==> src/rtl/picorv32_axi_bridge.sv <==
// PicoRV32 native memory interface to AXI4-Lite master bridge.
// One registered AXI transaction per in-window request, with response checking, watchdog and sticky error capture.
module picorv32_axi_bridge #(
  parameter int unsigned C_AXI_ADDR_WIDTH = 16,
  parameter int unsigned C_AXI_DATA_WIDTH = 32,
  parameter logic [31:0] BASE_ADDR        = 32'h8000_0000,
  parameter logic [31:0] WINDOW_SIZE      = 32'h0001_0000,
  parameter int unsigned TIMEOUT_CYCLES   = 255,
  parameter logic [31:0] ERR_RDATA        = 32'hDEAD_BEEF
) (
  input  logic                        M_AXI_ACLK,
  input  logic                        M_AXI_ARESETN,
  output logic                        M_AXI_AWVALID,
  input  logic                        M_AXI_AWREADY,
  output logic [C_AXI_ADDR_WIDTH-1:0] M_AXI_AWADDR,
  output logic [2:0]                  M_AXI_AWPROT,
  output logic                        M_AXI_WVALID,
  input  logic                        M_AXI_WREADY,
  output logic [31:0]                 M_AXI_WDATA,
  output logic [3:0]                  M_AXI_WSTRB,
  input  logic                        M_AXI_BVALID,
  output logic                        M_AXI_BREADY,
  input  logic [1:0]                  M_AXI_BRESP,
  output logic                        M_AXI_ARVALID,
  input  logic                        M_AXI_ARREADY,
  output logic [C_AXI_ADDR_WIDTH-1:0] M_AXI_ARADDR,
  output logic [2:0]                  M_AXI_ARPROT,
  input  logic                        M_AXI_RVALID,
  output logic                        M_AXI_RREADY,
  input  logic [31:0]                 M_AXI_RDATA,
  input  logic [1:0]                  M_AXI_RRESP,
  input  logic                        mem_valid,
  input  logic                        mem_instr,
  input  logic [31:0]                 mem_addr,
  input  logic [31:0]                 mem_wdata,
  input  logic [3:0]                  mem_wstrb,
  output logic                        mem_ready,
  output logic [31:0]                 mem_rdata,
  output logic                        win_hit,
  input  logic                        err_clear,
  output logic [1:0]                  err_status,
  output logic [31:0]                 err_addr,
  output logic                        irq_err
);

  localparam int unsigned WD_W = (TIMEOUT_CYCLES > 1) ? $clog2(TIMEOUT_CYCLES) : 1;
  localparam logic [WD_W-1:0] WD_LAST = WD_W'(TIMEOUT_CYCLES - 1);
  localparam logic WD_EN = (TIMEOUT_CYCLES != 0);
  localparam logic [31:0] WIN_MASK = ~(WINDOW_SIZE - 32'd1);

  if (C_AXI_DATA_WIDTH != 32) begin : g_bad_data_width
    $error("picorv32_axi_bridge: C_AXI_DATA_WIDTH must be 32");
  end
  if ((C_AXI_ADDR_WIDTH < 1) || (C_AXI_ADDR_WIDTH > 32)) begin : g_bad_addr_width
    $error("picorv32_axi_bridge: C_AXI_ADDR_WIDTH must be 1..32");
  end
  if ((WINDOW_SIZE == 32'd0) || ((WINDOW_SIZE & (WINDOW_SIZE - 32'd1)) != 32'd0)) begin : g_bad_window
    $error("picorv32_axi_bridge: WINDOW_SIZE must be a power of two");
  end
  if ((BASE_ADDR & ~WIN_MASK) != 32'd0) begin : g_bad_base
    $error("picorv32_axi_bridge: BASE_ADDR must be aligned to WINDOW_SIZE");
  end

  typedef enum logic [2:0] {
    S_IDLE, S_WRITE, S_WRESP, S_READ, S_RRESP, S_DONE
  } state_t;

  state_t                      r_state,      w_state_next;
  logic [C_AXI_ADDR_WIDTH-1:0] r_addr,       w_addr_next;
  logic [31:0]                 r_mem_addr,   w_mem_addr_next;
  logic [31:0]                 r_wdata,      w_wdata_next;
  logic [3:0]                  r_wstrb,      w_wstrb_next;
  logic [2:0]                  r_prot,       w_prot_next;
  logic                        r_awvalid,    w_awvalid_next;
  logic                        r_wvalid,     w_wvalid_next;
  logic                        r_bready,     w_bready_next;
  logic                        r_arvalid,    w_arvalid_next;
  logic                        r_rready,     w_rready_next;
  logic                        r_mem_ready,  w_mem_ready_next;
  logic [31:0]                 r_mem_rdata,  w_mem_rdata_next;
  logic [1:0]                  r_err_status, w_err_status_next;
  logic [31:0]                 r_err_addr,   w_err_addr_next;
  logic [WD_W-1:0]             r_wdog,       w_wdog_next;

  logic       w_hit;
  logic       w_busy;
  logic       w_aw_done;
  logic       w_w_done;
  logic       w_err_set;
  logic [1:0] w_err_code;

  assign w_hit   = ((mem_addr & WIN_MASK) == BASE_ADDR);
  assign win_hit = mem_valid & w_hit;
  assign w_busy  = (r_state == S_WRITE) || (r_state == S_WRESP) ||
                   (r_state == S_READ)  || (r_state == S_RRESP);

  // A channel is finished once its VALID has dropped or is being accepted now.
  assign w_aw_done = !r_awvalid || M_AXI_AWREADY;
  assign w_w_done  = !r_wvalid  || M_AXI_WREADY;

  always_ff @(posedge M_AXI_ACLK or negedge M_AXI_ARESETN) begin
    if (!M_AXI_ARESETN) begin
      r_state      <= S_IDLE;
      r_addr       <= '0;
      r_mem_addr   <= '0;
      r_wdata      <= '0;
      r_wstrb      <= '0;
      r_prot       <= '0;
      r_awvalid    <= 1'b0;
      r_wvalid     <= 1'b0;
      r_bready     <= 1'b0;
      r_arvalid    <= 1'b0;
      r_rready     <= 1'b0;
      r_mem_ready  <= 1'b0;
      r_mem_rdata  <= '0;
      r_err_status <= '0;
      r_err_addr   <= '0;
      r_wdog       <= '0;
    end else begin
      r_state      <= w_state_next;
      r_addr       <= w_addr_next;
      r_mem_addr   <= w_mem_addr_next;
      r_wdata      <= w_wdata_next;
      r_wstrb      <= w_wstrb_next;
      r_prot       <= w_prot_next;
      r_awvalid    <= w_awvalid_next;
      r_wvalid     <= w_wvalid_next;
      r_bready     <= w_bready_next;
      r_arvalid    <= w_arvalid_next;
      r_rready     <= w_rready_next;
      r_mem_ready  <= w_mem_ready_next;
      r_mem_rdata  <= w_mem_rdata_next;
      r_err_status <= w_err_status_next;
      r_err_addr   <= w_err_addr_next;
      r_wdog       <= w_wdog_next;
    end
  end

  always_comb begin
    w_state_next      = r_state;
    w_addr_next       = r_addr;
    w_mem_addr_next   = r_mem_addr;
    w_wdata_next      = r_wdata;
    w_wstrb_next      = r_wstrb;
    w_prot_next       = r_prot;
    w_awvalid_next    = r_awvalid;
    w_wvalid_next     = r_wvalid;
    w_bready_next     = r_bready;
    w_arvalid_next    = r_arvalid;
    w_rready_next     = r_rready;
    w_mem_ready_next  = 1'b0;
    w_mem_rdata_next  = r_mem_rdata;
    w_err_status_next = r_err_status;
    w_err_addr_next   = r_err_addr;
    w_wdog_next       = r_wdog;
    w_err_set         = 1'b0;
    w_err_code        = 2'b00;

    case (r_state)
      S_IDLE: begin
        if (mem_valid && w_hit) begin
          w_addr_next     = mem_addr[C_AXI_ADDR_WIDTH-1:0];
          w_mem_addr_next = mem_addr;
          w_wdata_next    = mem_wdata;
          w_wstrb_next    = mem_wstrb;
          w_prot_next     = mem_instr ? 3'b100 : 3'b000;
          if (|mem_wstrb) begin
            w_state_next   = S_WRITE;
            w_awvalid_next = 1'b1;
            w_wvalid_next  = 1'b1;
          end else begin
            w_state_next   = S_READ;
            w_arvalid_next = 1'b1;
          end
        end
      end
      S_WRITE: begin
        if (r_awvalid && M_AXI_AWREADY) w_awvalid_next = 1'b0;
        if (r_wvalid && M_AXI_WREADY)   w_wvalid_next  = 1'b0;
        if (w_aw_done && w_w_done) begin
          w_state_next  = S_WRESP;
          w_bready_next = 1'b1;
        end
      end
      S_WRESP: begin
        if (M_AXI_BVALID) begin
          w_state_next     = S_DONE;
          w_bready_next    = 1'b0;
          w_mem_ready_next = 1'b1;
          w_mem_rdata_next = '0;
          w_err_set        = M_AXI_BRESP[1];
          w_err_code       = {~M_AXI_BRESP[0], M_AXI_BRESP[0]};
        end
      end
      S_READ: begin
        if (M_AXI_ARREADY) begin
          w_state_next   = S_RRESP;
          w_arvalid_next = 1'b0;
          w_rready_next  = 1'b1;
        end
      end
      S_RRESP: begin
        if (M_AXI_RVALID) begin
          w_state_next     = S_DONE;
          w_rready_next    = 1'b0;
          w_mem_ready_next = 1'b1;
          w_mem_rdata_next = M_AXI_RRESP[1] ? ERR_RDATA : M_AXI_RDATA;
          w_err_set        = M_AXI_RRESP[1];
          w_err_code       = {~M_AXI_RRESP[0], M_AXI_RRESP[0]};
        end
      end
      S_DONE: begin
        w_state_next = S_IDLE;
      end
      default: begin
        w_state_next = S_IDLE;
      end
    endcase

    // A response arriving on the last allowed cycle wins over the timeout.
    if (w_busy) begin
      if (WD_EN && (r_wdog == WD_LAST) && (w_state_next != S_DONE)) begin
        w_state_next     = S_DONE;
        w_awvalid_next   = 1'b0;
        w_wvalid_next    = 1'b0;
        w_bready_next    = 1'b0;
        w_arvalid_next   = 1'b0;
        w_rready_next    = 1'b0;
        w_mem_ready_next = 1'b1;
        w_mem_rdata_next = ERR_RDATA;
        w_err_set        = 1'b1;
        w_err_code       = 2'b11;
        w_wdog_next      = '0;
      end else begin
        w_wdog_next = r_wdog + 1'b1;
      end
    end else begin
      w_wdog_next = '0;
    end

    // A new error in the same cycle as err_clear is kept rather than lost.
    if (w_err_set && ((r_err_status == 2'b00) || err_clear)) begin
      w_err_status_next = w_err_code;
      w_err_addr_next   = r_mem_addr;
    end else if (err_clear) begin
      w_err_status_next = 2'b00;
      w_err_addr_next   = '0;
    end
  end

  assign M_AXI_AWVALID = r_awvalid;
  assign M_AXI_AWADDR  = r_addr;
  assign M_AXI_AWPROT  = 3'b000;
  assign M_AXI_WVALID  = r_wvalid;
  assign M_AXI_WDATA   = r_wdata;
  assign M_AXI_WSTRB   = r_wstrb;
  assign M_AXI_BREADY  = r_bready;
  assign M_AXI_ARVALID = r_arvalid;
  assign M_AXI_ARADDR  = r_addr;
  assign M_AXI_ARPROT  = r_prot;
  assign M_AXI_RREADY  = r_rready;
  assign mem_ready     = r_mem_ready;
  assign mem_rdata     = r_mem_rdata;
  assign err_status    = r_err_status;
  assign err_addr      = r_err_addr;
  assign irq_err       = |r_err_status;

endmodule
==> config.mk <==
export PLATFORM = sky130hd
export DESIGN_NAME = picorv32_axi_bridge
export DESIGN_NICKNAME = d
export VERILOG_FILES = /design/src/rtl/picorv32_axi_bridge.sv
export SDC_FILE = /design/constraint.sdc
export NUM_CORES = 1
export LEC_CHECK = 0
export ABC_AREA = 1
export CAP_MARGIN = 40
export CORE_ASPECT_RATIO = 0.9
export CORE_MARGIN = 3
export CORE_UTILIZATION = 47
export CTS_BUF_LIST = sky130_fd_sc_hd__clkbuf_16
export CTS_CLUSTER_DIAMETER = 60
export DETAILED_ROUTE_END_ITERATION = 10
export PLACE_DENSITY = 0.85
export SLEW_MARGIN = 20
export SYNTH_ARGS = -nofsm -noshare
export SYNTH_HDL_FRONTEND = slang
export SYNTH_SLANG_ARGS = --single-unit
==> constraint.sdc <==
create_clock -name M_AXI_ACLK -period 2.36 [get_ports M_AXI_ACLK]
set_clock_uncertainty 0.15 [all_clocks]
set_input_delay 0.472 -clock M_AXI_ACLK [delete_from_list [all_inputs] [get_ports M_AXI_ACLK]]
set_output_delay 0.472 -clock M_AXI_ACLK [all_outputs]
set_load 0.02 [all_outputs]
==> results of run 1 <==
-- kinds of logic after synthesis --
logic type	Yosys count	synth area share [%]
xor gates and xnor gates	3	0.391
buffers and inverters	173	13.0
and+or+nand+nor	310	20.3
other	1	0.0558
adders and majority gates	2	0.372
DFF	152	56.6
AOI/OAI and AO/OA	101	9.36
-- area by class of cell --
class | instances | area [um2]
inverters | 99 | 372
repair buffers | 278 | 2810
flip-flops and latches | 152 | 3800
clock buffers | 17 | 425
well taps | 189 | 236
fillers | 1048 | 3810
clock inverters | 12 | 139
multi-input cells | 421 | 2070
-- power breakdown --
group | switching, uW | internal, uW | total [uW]
registers | 266 | 2940 | 3200
logic | 1440 | 1140 | 2570
clock network | 1010 | 1620 | 2630
total | 2710 | 5700 | 8410
-- routing by layer --
metal  wire (um)  part of all wire [%]
met1        7200                    39
met2        8940                    49
met3        1750                   9.6
met4         364                   2.0
met5           0                     0
-- path summary, 6_finish.rpt --
check | startpoint | to | slack (ps) | depth (start not counted)
worst max register to register | r_wdog[0]$_DFF_PN0_ | err_addr[24]$_DFFE_PN0P_ | 360 | 9
min in group asynchronous | M_AXI_ARESETN | err_addr[14]$_DFFE_PN0P_ | 390 | 2
worst min register to register | r_mem_addr[31]$_DFFE_PN0P_ | r_mem_addr[31]$_DFFE_PN0P_ | 310 | 2
worst max-delay path | mem_valid | win_hit | 130 | 7
max in group asynchronous | M_AXI_ARESETN | M_AXI_WDATA[6]$_DFFE_PN0P_ | 1090 | 3
worst min-delay path | r_mem_addr[31]$_DFFE_PN0P_ | r_mem_addr[31]$_DFFE_PN0P_ | 310 | 2
-- Yosys cell counts, drive strengths merged --
cell / instances
nand2: 158
dfrtp: 152
nand3: 101
inv: 97
o21ai: 61
buf: 60
nor2: 37
o221ai: 24
clkbuf: 14
a22oi: 8
a21oi: 7
nor3: 7
nand4: 4
xor2: 3
clkinv: 2
ha: 2
a211oi: 1
and2: 1
and3: 1
conb: 1
or2: 1
-- state kept, by name, summed over array words and instances (netlist names) --
signal         flops
M_AXI_ARADDR      15
M_AXI_ARPROT       1
M_AXI_ARVALID      1
M_AXI_AWVALID      1
M_AXI_BREADY       1
M_AXI_RREADY       1
M_AXI_WDATA       32
M_AXI_WSTRB        4
M_AXI_WVALID       1
err_addr          32
err_status         2
mem_rdata         32
mem_ready          1
r_mem_addr        17
r_state            3
r_wdog             8
-- cells in the final DEF (no fill, tap or decap), drive strengths merged, types with 6 or more instances in the layout --
cell / instances
clkdlybuf4s50: 253
nand2: 158
dfrtp: 152
nand3: 101
inv: 99
o21ai: 61
nor2: 37
o221ai: 24
buf: 23
clkbuf: 17
a22oi: 8
a21oi: 7
nor3: 7
clkinv: 6
-- what timing repair did --
item	in CTS	in global routing
endpoints found under the setup margin	2	1
hold buffers	1	0
gates resized for setup	4	1
cloned	0	0
hold endpoints to repair	38	0
-- worst register-to-register path, stage by stage (launching register included) --
cell and delay [ps]:
dfrtp_1 410, inv_1 70, ha_1 140, nand3_1 70
nor2_1 190, nand3_2 130, nand2_2 200, nand2_4 270
nand3_1 180, nand2_1 70
-- per-stage QoR --
| step | cell area (um2) | TNS (ps) | power [uW] |
|---|---|---|---|
| after global placement | 9290 | -314 | 5730 |
| after floorplan | 6740 | 0 | 4540 |
| after detailed placement | 9290 | -350 | 5790 |
| final | 9860 | 0 | 8410 |
| after CTS | 9860 | 0 | 8450 |
| after global routing | 9860 | 0 | 8820 |
==> results.txt, run 1 <==
----------------------------------------------------
[Run status]
  Run status ... complete, no violations

[Global routing]
  Global-route usage over all layers ... 23.3%
  Number of antenna violations at the first check in global routing ... 0
  Global Route met3 Usage ... 9.71%
  Fraction of met1 tracks used by global routing ... 27.9%
  Most congested layer reported by global routing ... met2
  Maximum number of pins on one net before global-route repair ... 77
  Via count of the first global-routing pass ... 5707
  GR Layer Usage met2 ... 38.3%
  Overflow after GRT ... 0
  Wire length of the first global-routing pass ... 29.3 mm

[Worst hold path]
  Worst Hold Class ... reg2reg

[STA]
  Max-slew violation count ... 0
  Clock period minus final worst setup slack ... 2230 ps
  Hold Fails Final Rpt ... 0
  Final-layout worst hold slack ... 315 ps
  Setup WS post-layout ... 135 ps
  Highest attainable clock frequency ... 449 MHz
  Setup repair after global routing missed its margin ... false
  Ratio of final minimum period to clock period ... 94.3%
  Final setup violation count ... 0

[Logic synthesis]
  Most area-consuming cells after synthesis ... dfrtp_1, nand2_1, nand3_1, inv_1, buf_4
  Area share of the leading cell type in the synthesized netlist ... 56.6%
  Number of unique standard cell types used by synthesis ... 32
  Mean instance size in the synthesized netlist ... 9.06 um2
  YS warnings ... 0
  Library cell occupying the most area in the post-synthesis netlist ... dfrtp_1
  Post-Synthesis Cell Area ... 6720 um2
  Yosys reg bits ... 152
  Post-Synthesis Cells ... 742
  Part of the Yosys area used for sequential elements ... 56.6%

[CTS]
  Later-pin clock latency in the skew report ... 420 ps
  TritonCTS Buffers ... 17
  Clock transition at path regs ... 60 ps
  Root Driver ... clkbuf_16
  Setup Buffers After CTS ... 0
  Maximum number of buffers from clock root to sink ... 2
  Clock tree from TritonCTS ... done
  Number of H-tree branching levels ... 4
  CTS Sinks ... 152

[Placement]
  Routability congestion estimate from global placement ... 0.823
  Detail Placement HPWL ... 13.2 mm
  Cell count after placement ... 1138
  Total of buffers placed on input and output ports ... 256
  Setup slack at placement ... -350 ps

[Floorplan]
  Starting Density ... 49.2%
  Floorplan row count ... 40
  CORE AREA ... 13700 um2
  Chip height ... 119 um
  Die outline area ... 15800 um2
  Die Span X ... 132 um
  Num ports ... 262

[Worst setup path]
  Required time at the worst-slack endpoint ... 1740 ps
  Kind of cell adding the most delay to the critical path ... buffers and inverters
  Critical Path Max Stage Delay ... 460 ps
  Arr. time, crit path ... 1600 ps
  Kind of start point of the critical path ... input port
  Slowest cell on the critical path ... clkdlybuf4s50_1
  Buffers plus inverters on the worst setup path ... 2
  Largest fanout on the critical path ... 2
  Cell breakdown of the critical path ... clkdlybuf4s50_1, nand2_1, nor2_1, nand2_1, nor2_1, and2_1, buf_2
  Type of the worst setup path ... in2out
  Sort of element at the end of the critical path ... primary output

[Final layout]
  Diode count ... 0
  Final Non-Filler Cells ... 1168
  Proportion of layout cells with a drive suffix above 1 ... 6.64%
  Final-stage net count ... 1085
  Final Core Density ... 72.1%
  Signed area change from the synthesized netlist to the final layout ... 46.6%

[Route]
  Mean routed wirelength per cell ... 15.6 um
  Post-detailed-route DRC marker count ... 0
  Routed wire length ... 18.3 mm
  Initial DRT Pass Iterations ... 5
  Per-cell via count in the routed design ... 5.02
  Number of nets with antenna violations after routing ... 0
  Vias after detailed routing ... 5866
  Number of DRC markers in iteration 0 ... 524

[Job]
  Number of maximum-capacitance constraint violations ... 0

[Pwr]
  Static power due to leakage ... 0.00488 uW
  Worst ir drop on vdd ... 0.000800 V
  PD cells ... 853 nW/um2

----------------------------------------------------
(Power assumes the default switching activity.)
==> run 2, diff against run 1 <==
--- a/config.mk
+++ b/config.mk
@@ -5,15 +5,15 @@
 export SDC_FILE = /design/constraint.sdc
 export NUM_CORES = 1
 export LEC_CHECK = 0
-export ABC_AREA = 1
+export ABC_AREA = 0
 export CAP_MARGIN = 40
 export CORE_ASPECT_RATIO = 0.9
 export CORE_MARGIN = 3
-export CORE_UTILIZATION = 47
+export CORE_UTILIZATION = 48
 export CTS_BUF_LIST = sky130_fd_sc_hd__clkbuf_16
 export CTS_CLUSTER_DIAMETER = 60
 export DETAILED_ROUTE_END_ITERATION = 10
-export PLACE_DENSITY = 0.85
+export PLACE_DENSITY = 0.86
 export SLEW_MARGIN = 20
 export SYNTH_ARGS = -nofsm -noshare
 export SYNTH_HDL_FRONTEND = slang
==> run 2 against run 1 <==
Die area up 0.46%. Setup slack got worse by 84 ps. Combinational power grew 19%. Utilization up 2.1 points. Register-to-register slack worse by 140 ps. Clock power about the same. Critical path type unchanged. Highest routed layer unchanged.
==> results.txt, run 2 <==
----------------------------------------------------
[Global routing]
  Wire length of the first global-routing pass ... 31.7 mm
  Global-route usage over all layers ... 25.2%
  Maximum number of pins on one net before global-route repair ... 84
  Overflow after GRT ... 0
  Number of antenna violations at the first check in global routing ... 0
  Via count of the first global-routing pass ... 6134

[STA]
  Post-Route Setup TNS ... 0 ps
  Setup WS post-layout ... 50.5 ps
  Hold Fails Final Rpt ... 0
  Final setup violation count ... 0
  Clock period minus final worst setup slack ... 2310 ps
  Setup repair after global routing missed its margin ... false
  Max-slew violation count ... 0
  Highest attainable clock frequency ... 433 MHz
  Ratio of final minimum period to clock period ... 97.9%

[Logic synthesis]
  Part of the Yosys area used for sequential elements ... 55.1%
  Commonest cells in the synthesized netlist ... dfrtp_1, nand2_1, buf_4, inv_1, nor2_1
  Area share of the leading cell type in the synthesized netlist ... 55.1%
  Mean instance size in the synthesized netlist ... 11.0 um2
  YS warnings ... 0
  Fraction of synthesis flops using an asynchronous set or reset pin ... 100%
  Post-Synthesis Cell Area ... 6900 um2
  Library cell occupying the most area in the post-synthesis netlist ... dfrtp_1
  Post-Synthesis Cells ... 629
  Yosys reg bits ... 152
  Most used standard cell by instance count after synthesis ... dfrtp_1
  Count of flip-flops with a built-in enable after synthesis ... 0
  Most used flip-flop cell after synthesis ... dfrtp_1
  Most area-consuming cells after synthesis ... dfrtp_1, mux2_1, buf_4, a211o_1, o221ai_1
  Number of unique standard cell types used by synthesis ... 53

[Floorplan]
  Starting Density ... 50.3%
  Num ports ... 262
  Die Span X ... 132 um
  CORE AREA ... 13700 um2
  Die outline area ... 15800 um2
  Floorplan row count ... 40
  Chip height ... 120 um

[CTS]
  Root Driver ... clkbuf_16
  Number of H-tree branching levels ... 4
  Maximum number of buffers from clock root to sink ... 2
  CTS Sinks ... 152
  Later-pin clock latency in the skew report ... 410 ps
  Clock tree from TritonCTS ... done
  Clock transition at path regs ... 50 ps
  TritonCTS Buffers ... 17

[Worst setup path]
  Kind of start point of the critical path ... input port
  Sort of element at the end of the critical path ... primary output
  Largest fanout on the critical path ... 2
  Type of the worst setup path ... in2out
  Required time at the worst-slack endpoint ... 1740 ps
  Arr. time, crit path ... 1690 ps

[Final layout]
  Proportion of layout cells with a drive suffix above 1 ... 11.2%
  Final Core Density ... 74.3%
  Final-stage net count ... 977
  Most frequent standard cell in the layout excluding fill and tap cells ... clkdlybuf4s50_1
  Diode count ... 0
  Signed area change from the synthesized netlist to the final layout ... 47.7%
  Commonest cells after routing, fill and taps aside ... clkdlybuf4s50_1, dfrtp_1, nand2_1, inv_1, nor2_1

[Route]
  Post-detailed-route DRC marker count ... 0
  Per-cell via count in the routed design ... 5.49
  Vias after detailed routing ... 5837
  Initial DRT Pass Iterations ... 5
  Number of DRC markers in iteration 0 ... 425
  Mean routed wirelength per cell ... 18.6 um
  Number of nets with antenna violations after routing ... 0
  Routed wire length ... 19.8 mm

[Worst hold path]
  Worst Hold Class ... reg2reg

[Placement]
  Setup slack at placement ... -709 ps
  Routability congestion estimate from global placement ... 0.800
  Detail Placement HPWL ... 14.3 mm
  Total of buffers placed on input and output ports ... 256

[Job]
  Number of maximum-capacitance constraint violations ... 0

[Pwr]
  Static power due to leakage ... 0.00463 uW
  PD cells ... 888 nW/um2
  Worst ir drop on vdd ... 0.000753 V
  Total Power ... 9050 uW

[Run status]
  Run status ... complete, no violations

----------------------------------------------------
[run 2: changes by cell type after synthesis, sizes merged, moves of 5 or more]
| cell | before | now |
|---|---|---|
| nand2 | 158 | 71 |
| nand3 | 101 | 33 |
| inv | 97 | 38 |
| mux2 | 0 | 53 |
| o21ai | 61 | 28 |
| a211o | 0 | 32 |
| clkbuf | 14 | 23 |
| o221ai | 24 | 32 |
| a21oi | 7 | 2 |
[run 2: worst max-delay path: stages]
cell and delay (ps):
clkdlybuf4s15_1 160, or4_4 520, nor4_4 250, and2_1 170
buf_6 120
[run 2: final timing paths]
kind                                             from                           to  slack, ps  cells after the start
min                        r_mem_addr[31]$_DFFE_PN0P_   r_mem_addr[31]$_DFFE_PN0P_        300                      2
min reg2reg                r_mem_addr[31]$_DFFE_PN0P_   r_mem_addr[31]$_DFFE_PN0P_        300                      2
max reg2reg                       r_wdog[0]$_DFF_PN0_     err_addr[26]$_DFFE_PN0P_        220                      8
max                                      mem_addr[22]                      win_hit         50                      5
max in group asynchronous               M_AXI_ARESETN  M_AXI_WDATA[29]$_DFFE_PN0P_       1180                      3
min in group asynchronous               M_AXI_ARESETN  M_AXI_WDATA[15]$_DFFE_PN0P_        470                      3
[run 2: where the power goes]
group          total (uW)  switching (uW)  internal, uW
sequential           3350             310          3040
clock                2630            1010          1630
combinational        3070            1670          1400
total                9050            2980          6070
[run 2: cells by family (layout without fill, tap and decap cells)]
kind of cell               Yosys count  in the layout  share of synthesized area [%]
AOI/OAI and AO/OA                  122            122                           13.5
xor gates and xnor gates             6              6                          0.762
adders and majority gates            2              2                          0.363
buffers and inverters              120            361                           9.43
DFF                                152            152                           55.1
muxes                               53             53                           8.65
other                                1              5                         0.0544
and+or+nand+nor                    173            173                           12.0
[run 2: area by class of cell]
| class | count | area (um2) |
|---|---|---|
| Multi-Input combinational cell | 361 | 2510 |
| Clock buffer | 17 | 425 |
| Inverter | 39 | 146 |
| Sequential cell | 152 | 3800 |
| Fill cell | 908 | 3530 |
| Timing Repair Buffer | 290 | 2930 |
| Clock inverter | 15 | 144 |
| Tap cell | 189 | 236 |
[run 2: what timing repair did]
action                     CTS  global route
pin swaps                    6             4
resized for setup           29             8
hold endpoints to repair   152             0
setup endpoints to repair   60            13
hold buffers                 1             0
setup buffers                0             1
[run 2: through the flow]
stage / area [um2] / cells / hold slack [ps]
global placement: 9580 / 1029 / 285
finish: 10200 / 1063 / 300
CTS: 10200 / 1062 / 304
floorplan: 6910 / 633 / 26.4
global route: 10200 / 1063 / 338
detailed placement: 9580 / 1029 / 290
[run 2: layer usage]
layer  routed length [um]  GRT usage (%)
met5                    0              0
met4                  487           10.1
met3                 1690           8.21
met2                10200           43.4
met1                 7410           29.2
==> run 3, diff against run 2 <==
--- a/config.mk
+++ b/config.mk
@@ -6,12 +6,13 @@
 export NUM_CORES = 1
 export LEC_CHECK = 0
 export ABC_AREA = 0
-export CAP_MARGIN = 40
+export CAP_MARGIN = 15
 export CORE_ASPECT_RATIO = 0.9
 export CORE_MARGIN = 3
 export CORE_UTILIZATION = 48
 export CTS_BUF_LIST = sky130_fd_sc_hd__clkbuf_16
 export CTS_CLUSTER_DIAMETER = 60
+export CTS_CLUSTER_SIZE = 16
 export DETAILED_ROUTE_END_ITERATION = 10
 export PLACE_DENSITY = 0.86
 export SLEW_MARGIN = 20
==> results of run 3 <==
Same layout as run 2: the final DEF is identical, and so are final timing and power.
